--- src/rtl/div_unit.sv ---
// div_unit: multi-cycle radix-2 restoring divider for DIV/DIVU.
// One quotient bit per clock. The result is packed as {remainder, quotient}
// and is held for as long as the controller keeps start high.
module div_unit #(
    parameter int WIDTH = 32
) (
    input  logic                 clk,
    input  logic                 rst,
    input  logic                 signed_div,
    input  logic [WIDTH-1:0]     opdata1,
    input  logic [WIDTH-1:0]     opdata2,
    input  logic                 start,
    input  logic                 annul,
    output logic [2*WIDTH-1:0]   result,
    output logic                 ready
);

    localparam int CW = $clog2(WIDTH) + 1;
    localparam logic [CW-1:0] LAST_ITER = CW'(WIDTH - 1);

    typedef enum logic [1:0] {FREE, BYZERO, ON, END} state_t;

    state_t state, next_state;

    // Latched operand magnitudes and sign-correction flags
    logic [WIDTH-1:0] dividend_abs;
    logic [WIDTH-1:0] divisor_abs;
    logic             neg_quot;
    logic             neg_rem;

    // Working register: {partial remainder, remaining dividend / quotient bits}
    logic [2*WIDTH:0] wr;
    logic [CW-1:0]    count;

    // Combinational helpers
    logic             op1_neg, op2_neg;
    logic [WIDTH-1:0] op1_abs, op2_abs;
    logic [WIDTH:0]   diff;
    logic [WIDTH-1:0] rem_raw, quot_raw;
    logic [WIDTH-1:0] rem_fix, quot_fix;
    logic [2*WIDTH:0] wr_step;
    logic             last_iter;
    logic             accept;

    logic [2*WIDTH-1:0] result_d;
    logic               ready_d;

    // Operand magnitudes and one restoring iteration
    always_comb begin
        op1_neg  = signed_div & opdata1[WIDTH-1];
        op2_neg  = signed_div & opdata2[WIDTH-1];
        op1_abs  = op1_neg ? -opdata1 : opdata1;
        op2_abs  = op2_neg ? -opdata2 : opdata2;

        // Trial subtract; diff[WIDTH] set means the partial remainder was smaller.
        diff     = wr[2*WIDTH:WIDTH] - {1'b0, divisor_abs};
        // Post-shift remainder is either the old upper part or the difference;
        // the new quotient bit enters at bit 0.
        rem_raw  = diff[WIDTH] ? wr[2*WIDTH-1:WIDTH] : diff[WIDTH-1:0];
        quot_raw = {wr[WIDTH-2:0], ~diff[WIDTH]};
        wr_step  = {rem_raw, wr[WIDTH-1], quot_raw};

        quot_fix = neg_quot ? -quot_raw : quot_raw;
        rem_fix  = neg_rem  ? -rem_raw  : rem_raw;

        last_iter = (count == LAST_ITER);
        accept    = start & ~annul;
    end

    // State register
    always_ff @(posedge clk) begin
        if (rst) state <= FREE;
        else     state <= next_state;
    end

    // Next-state decode
    always_comb begin
        next_state = state;
        unique case (state)
            FREE: begin
                if (accept) next_state = (opdata2 == '0) ? BYZERO : ON;
            end
            BYZERO: next_state = annul ? FREE : END;
            ON: begin
                if (annul)          next_state = FREE;
                else if (last_iter) next_state = END;
            end
            END: begin
                // annul is deliberately ignored once the result is presented
                if (!start) next_state = FREE;
            end
            default: next_state = FREE;
        endcase
    end

    // Output decode: next values for the registered result/ready
    always_comb begin
        result_d = result;
        ready_d  = ready;
        unique case (state)
            FREE: begin
                result_d = '0;
                ready_d  = 1'b0;
            end
            BYZERO: begin
                // Divide by zero is defined to return 0 with no trap
                result_d = '0;
                ready_d  = ~annul;
            end
            ON: begin
                if (annul) begin
                    result_d = '0;
                    ready_d  = 1'b0;
                end else if (last_iter) begin
                    // Sign correction is folded into the final iteration edge
                    result_d = {rem_fix, quot_fix};
                    ready_d  = 1'b1;
                end
            end
            END: begin
                if (!start) begin
                    result_d = '0;
                    ready_d  = 1'b0;
                end
            end
            default: begin
                result_d = '0;
                ready_d  = 1'b0;
            end
        endcase
    end

    // Output registers
    always_ff @(posedge clk) begin
        if (rst) begin
            result <= '0;
            ready  <= 1'b0;
        end else begin
            result <= result_d;
            ready  <= ready_d;
        end
    end

    // Operand capture, iteration datapath and iteration counter
    always_ff @(posedge clk) begin
        if (rst) begin
            dividend_abs <= '0;
            divisor_abs  <= '0;
            neg_quot     <= 1'b0;
            neg_rem      <= 1'b0;
            wr           <= '0;
            count        <= '0;
        end else begin
            unique case (state)
                FREE: begin
                    if (accept && opdata2 != '0) begin
                        dividend_abs <= op1_abs;
                        divisor_abs  <= op2_abs;
                        neg_quot     <= op1_neg ^ op2_neg;
                        neg_rem      <= op1_neg;
                        wr           <= {{WIDTH{1'b0}}, op1_abs, 1'b0};
                        count        <= '0;
                    end
                end
                ON: begin
                    if (!annul) begin
                        wr    <= wr_step;
                        count <= count + CW'(1);
                    end
                end
                default: ;
            endcase
        end
    end

endmodule

--- config.mk ---
export PLATFORM = sky130hd
export DESIGN_NAME = div_unit
export DESIGN_NICKNAME = d
export VERILOG_FILES = /design/src/rtl/div_unit.sv
export SDC_FILE = /design/constraint.sdc
export NUM_CORES = 1
export LEC_CHECK = 0
export BUFFER_PORTS_ARGS = -buffer_cell sky130_fd_sc_hd__buf_2
export CAP_MARGIN = 20
export CORE_UTILIZATION = 45
export CTS_CLUSTER_SIZE = 30
export DETAILED_ROUTE_END_ITERATION = 10
export MAX_ROUTING_LAYER = met4
export PLACE_DENSITY = 0.76
export SYNTH_ARGS = -nofsm -noshare
export SYNTH_HDL_FRONTEND = slang
export SYNTH_SLANG_ARGS = --single-unit
export TNS_END_PERCENT = 50
--- constraint.sdc ---
create_clock -name clk -period 7 [get_ports clk]
set_clock_uncertainty 0.15 [all_clocks]
set_input_delay 0.7 -clock clk [delete_from_list [all_inputs] [get_ports clk]]
set_output_delay 0.7 -clock clk [all_outputs]
set_load 0.01 [all_outputs]
==> results of run 1 <==
-- critical path, stage by stage, from the launching register on --
cell      delay, ns
dfxtp_1        0.33
inv_1          0.08
ha_1           0.17
inv_1          0.07
fa_1           0.42
a211oi_2       0.30
nor3_2         0.11
o21bai_1       0.46
a311o_1        0.25
o211a_2        0.18
buf_4          0.55
mux2i_1        0.37
ha_1           0.24
nor4bb_1       0.49
nand4b_1       0.21
o41ai_1        0.50
nand2_1        0.20
o41ai_2        0.37
xor2_1         0.18
o21ai_1        0.07
-- layout make-up --
class | count | area (um2) | area share
multi-input combinational | 1255 | 7676 | 0.5859
sequential | 172 | 3443 | 0.2628
timing repair buffer | 143 | 770.7 | 0.05883
clock buffer | 17 | 425.4 | 0.03247
tap | 330 | 412.9 | 0.03152
inverter | 53 | 198.9 | 0.01518
clock inverter | 15 | 173.9 | 0.01327
-- power by group through the flow --
stage               Clock (mW)  Sequential (mW)  Combinational [mW]
floorplan                    0             1.17                1.40
global placement             0             1.21                1.80
detailed placement           0             1.21                1.83
CTS                      0.978             1.19                1.84
global route              1.02             1.21                2.05
finish                   0.972             1.20                1.87
-- metrics by stage --
step                instances  total power [mW]  worst slack (ns)  hold WS [ns]    util
finish                   1985             4.035             1.149        0.2975  0.5173
global route             1985             4.268            0.7854        0.3157  0.5173
CTS                      1985             4.005             1.332        0.2988  0.5173
detailed placement       1953             3.039             1.356        0.2888  0.4936
global placement         1951             3.009             1.501        0.2832  0.4924
floorplan                1573             2.575             2.112        0.2819       -
-- sequential cells by signal (all words and copies together) (netlist names) --
| signal | flops |
|---|---|
| divisor_abs | 32 |
| result | 64 |
| wr | 65 |
| neg_quot | 1 |
| state | 2 |
| count | 6 |
| ready | 1 |
| neg_rem | 1 |
-- cells by family after synthesis --
| kind of cell | synth area share |
|---|---|
| AOI/OAI and AO/OA | 0.2517 |
| buffers and inverters | 0.05266 |
| DFF | 0.2940 |
| muxes | 0.01816 |
| adders and majority gates | 0.04550 |
| xor gates and xnor gates | 0.1032 |
| and+or+nand+nor | 0.2349 |
-- Yosys cell counts, drive strengths merged (4+ instances only) --
cell type and n:
nand2 252, dfxtp 172, nor2 169, o21ai 121, a21oi 108, xnor2 74
xor2 64, clkbuf 59, a22oi 56, inv 53, a211oi 43, ha 41
nor3 37, buf 34, o31ai 32, or3 21, nand3 17, nand4 17
nor4 15, or4 14, nand2b 13, o41ai 13, a21o 11, and2 10
mux2 10, mux2i 10, a31oi 8, o211ai 8, nor3b 7, o21a 7
o21bai 7, a22o 6, nor2b 6, nand3b 5, and3 4, and4 4
or2 4
-- path summary, 6_finish.rpt --
| path | from | end | slack (ns) | cells after the start |
|---|---|---|---|---|
| setup / recovery | wr[32] | result[62] | 1.15 | 19 |
| hold / removal | result[63] | result[63] | 0.30 | 2 |
| setup reg to reg | wr[32] | result[62] | 1.15 | 19 |
| hold reg to reg | result[63] | result[63] | 0.30 | 2 |
-- per-layer routing --
| metal | up-vias | GRT usage | wire length [um] |
|---|---|---|---|
| li1 | 5740 | - | - |
| met1 | 5535 | 0.3649 | 16440 |
| met2 | 399 | 0.4257 | 16290 |
| met3 | 49 | 0.03225 | 1958 |
| met4 | 0 | 0.07307 | 706 |
| met5 | - | - | 0 |
-- cells in the final DEF (no fill, tap or decap), types with 13 or more instances in the layout --
master	Yosys	layout
ha_1	41	40
nor4_1	14	14
inv_1	52	52
buf_2	21	132
xnor2_1	74	74
dfxtp_1	172	172
a21oi_1	108	107
nand4_1	17	17
nor3_1	35	35
a211oi_1	41	41
o21ai_0	109	108
nand3_1	17	17
nor2_1	169	168
o31ai_1	32	32
nand2b_1	13	13
clkbuf_16	0	17
a22oi_1	56	56
xor2_1	64	64
nand2_1	252	252
or3_1	21	21
==> impl_metrics.json, run 1 <==
{
  "synth_top_area_share": 0.2940,
  "post-route-cell-area_mm2": 0.01310,
  "hold_class": "flop to flop",
  "synth_seq_cells": 172,
  "cp-start-kind": "flop",
  "tightest_slew_ns": 1.030,
  "async_reset_ff_frac": 0,
  "cts_hold_buffers": 0,
  "die_area_mm2": 0.02668,
  "synthDistinctLibCells": 81,
  "fp.dieH_um": 163.3,
  "rsz0062_at_grt": "no",
  "finalHoldViolations": 0,
  "cts_buffer_depth": 2,
  "fp.dieW_um": 163.3,
  "io_buffers": 133,
  "routed_wl_um": 35400,
  "p_per_area_mw_per_mm2": 308.0,
  "drt-initial-drc-count": 1015,
  "grt_start_max_net_pins": 74,
  "comb_power_share": 0.463,
  "fillers": 2459,
  "synth_seq_area_share": 0.2940,
  "outcome": "complete, no violations",
  "setup-tns-final_ns": 0,
  "syn_inst": 1573,
  "dpl.hpwl_um": 26950,
  "nets": 1753,
  "synth_edf_count": 0,
  "power_frac_seq": 0.296,
  "cts_resized": 0,
  "antenna_found_initial": 0,
  "grt_pass1_wl_um": 55670,
  "rows": 58,
  "n_antenna_cell": 0,
  "gp_congestion": 0.9439,
  "cp-end-kind": "flop",
  "synth.area.top_cells": "dfxtp_1 29%, nand2_1 8.1%, xnor2_1 5.5%, nor2_1 5.4%, xor2_1 4.8%",
  "ant_nets": 0,
  "worstSkewPairLatency_ns": 0.44,
  "drc": 0,
  "io_pins": 134,
  "htree_levels": 4,
  "clkPwrFrac": 0.241,
  "ys_warn_count": 0,
  "globalRouteOverflowTotal": 0,
  "syn_area_per_cell_um2": 7.447,
  "fmax_mhz": 170.9,
  "maxSlewViolCount": 0,
  "clk_pin_slew_ns": 0.07,
  "cts_tree": "done",
  "cts_root_buffer": "clkbuf_16",
  "grt_usage": 0.2709,
  "cts_buffers": 17,
  "period_minus_slack_ns": 5.851,
  "avgViaCountPerCell": 5.906,
  "leakage_nw": 5.236,
  "synth_fp_nets": 1684,
  "syn2layout_area_growth_pct": 11.85,
  "cts_sinks": 172,
  "period_share": 0.8359,
  "slew_headroom": 0.3136,
  "peakVddDrop_uv": 186.4,
  "yosys.area.top_type": "dfxtp_1",
  "p_int_mw": 2.216,
  "syn_area_mm2": 0.01171,
  "cp.arrival_ns": 6.00,
  "p_sw_frac": 0.4509,
  "p_sw_mw": 1.819,
  "grt_pass1_vias": 10440,
  "drt-pass1-iter-count": 6,
  "cap_violations": 0,
  "start_util": 0.4625,
  "path_class": "flop to flop",
  "cp.required_ns": 7.15,
  "worstPathMaxFanout": 65,
  "setup_viol": 0,
  "core_area_mm2": 0.02533,
  "dpl_cell_area_mm2": 0.01250,
  "drive_above_1_share": 0.1269,
  "wl_per_cell_um": 17.83,
  "via_count": 11720,
  "cts_setup_buffers": 0,
  "synthFlopType": "dfxtp_1"
}
Power figures use the tool's default switching activity.
==> inputs of run 2 (changes only) <==
==> constraint.sdc (replaced) <==
create_clock -name clk -period 6 [get_ports clk]
set_clock_uncertainty 0.15 [all_clocks]
set_input_delay 0.6 -clock clk [delete_from_list [all_inputs] [get_ports clk]]
set_output_delay 0.6 -clock clk [all_outputs]
set_load 0.01 [all_outputs]
==> impl_metrics.json, run 2 (synthesis gave the netlist of run 1 again) <==
{
  "comb_power_share": 0.469,
  "core_area_mm2": 0.02533,
  "largestRegisters": "wr x65, result x64, divisor_abs x32",
  "worstSkewPairLatency_ns": 0.45,
  "whs_endpoint": "result[63]",
  "period_minus_slack_ns": 5.167,
  "cts_resized": 0,
  "hp-start": "result[63]",
  "syn2layout_area_growth_pct": 11.86,
  "avgViaCountPerCell": 5.923,
  "cap_violations": 0,
  "fp.dieH_um": 163.3,
  "drive_above_1_share": 0.1285,
  "hold_class": "flop to flop",
  "nets": 1756,
  "rsz0062_at_grt": "no",
  "tightest_slew_ns": 0.9693,
  "io_buffers": 133,
  "dpl.hpwl_um": 26880,
  "min_path_cells": 2,
  "power_frac_seq": 0.298,
  "layout_commonest_cell": "nand2_1",
  "grt_pass1_wl_um": 56350,
  "r2r_end": "result[62]",
  "ff2ff_path_depth": 18,
  "reg2reg_slack_ns": 0.83,
  "start_util": 0.4625,
  "drt-pass1-iter-count": 6,
  "slew_headroom": 0.3538,
  "fmax_mhz": 193.5,
  "die_area_mm2": 0.02668,
  "routed_wl_um": 35490,
  "rows": 58,
  "hold_slack_ns": 0.2983,
  "dpl_cell_area_mm2": 0.01249,
  "cp-start-kind": "flop",
  "largest_reg_flops": 65,
  "p_per_area_mw_per_mm2": 357.4,
  "outcome": "complete, no violations",
  "cts_setup_buffers": 0,
  "peakVddDrop_uv": 223.5,
  "cts_tree": "done",
  "drt-initial-drc-count": 1109,
  "io_pins": 134,
  "grt_usage": 0.2758,
  "p_sw_frac": 0.4550,
  "via_count": 11770,
  "r2r_start": "wr[32]",
  "fp.dieW_um": 163.3,
  "maxSlewViolCount": 0,
  "p_int_mw": 2.552,
  "htree_levels": 4,
  "drc": 0,
  "clk_pin_slew_ns": 0.08,
  "cp-end-kind": "flop",
  "period_share": 0.8612,
  "grt_pass1_vias": 10690,
  "cts_buffers": 17,
  "globalRouteOverflowTotal": 0,
  "cts_root_buffer": "clkbuf_16",
  "post-route-cell-area_mm2": 0.01310,
  "cp.required_ns": 6.16,
  "setup-tns-final_ns": 0,
  "n_antenna_cell": 0,
  "cts_hold_buffers": 0,
  "cts_sinks": 172,
  "worstPathMaxFanout": 6,
  "p_total_mw": 4.683,
  "top_register": "wr",
  "cts_buffer_depth": 2,
  "fillers": 2417,
  "antenna_found_initial": 0,
  "clkPwrFrac": 0.233,
  "mostFrequentLayoutCells": "252 x nand2_1, 172 x dfxtp_1, 168 x nor2_1",
  "finalHoldViolations": 0,
  "gp_congestion": 0.9565,
  "p_sw_mw": 2.131,
  "grt_start_max_net_pins": 85,
  "leakage_nw": 5.231,
  "path_class": "flop to flop",
  "ant_nets": 0,
  "wl_per_cell_um": 17.85,
  "cp.arrival_ns": 5.33,
  "setup_viol": 0
}
## run 2: area by class of cell
cell class	instances	area (um2)	share of cell area
clock buffers	17	425.4	0.03247
clock inverters	15	151.4	0.01155
inverters	53	198.9	0.01518
multi-input cells	1255	7676	0.5858
flip-flops and latches	172	3443	0.2628
well taps	330	412.9	0.03151
repair buffers	146	794.5	0.06064
## run 2: worst max path at each step
stage                       from    endpoint  slack, ns
after detailed placement  wr[32]  result[62]       1.01
final                     wr[32]  result[62]       0.83
after global placement    wr[32]  result[62]       1.17
after CTS                 wr[32]  result[62]       0.98
after floorplan           wr[32]  result[62]       1.11
after global routing      wr[32]  result[62]       0.53
## run 2: stage by stage
step                      std cells    util  setup slack (ns)
final                          1988  0.5173            0.8329
after global routing           1988  0.5173            0.5343
after CTS                      1986  0.5161            0.9764
after detailed placement       1954  0.4933             1.012
after global placement         1954  0.4933             1.173
after floorplan                1573       -             1.112
## run 2: power groups by stage
stage                     Clock (mW)  Sequential, mW  Combinational, mW
final                           1.09            1.39               2.20
after global routing            1.15            1.40               2.41
after CTS                       1.11            1.39               2.14
after detailed placement           0            1.41               2.13
after global placement             0            1.41               2.09
after floorplan                    0            1.37               1.64
## run 2: critical path, stage by stage, from the launching register on
cell      delay, ns
dfxtp_1        0.32
inv_1          0.07
ha_1           0.16
inv_1          0.07
fa_1           0.42
a211oi_2       0.31
nor3_2         0.11
o21bai_1       0.42
a311o_1        0.25
o211a_2        0.25
mux2i_1        0.31
ha_1           0.25
nor4bb_1       0.44
nand4b_1       0.21
o41ai_1        0.44
nand2_1        0.19
o41ai_2        0.41
xor2_1         0.18
o21ai_1        0.07
## run 2: per-layer routing
layer,share of wire,global-route usage
met1,0.46,0.3722
met3,0.066,0.04215
met5,0,-
met4,0.030,0.09431
met2,0.45,0.4164
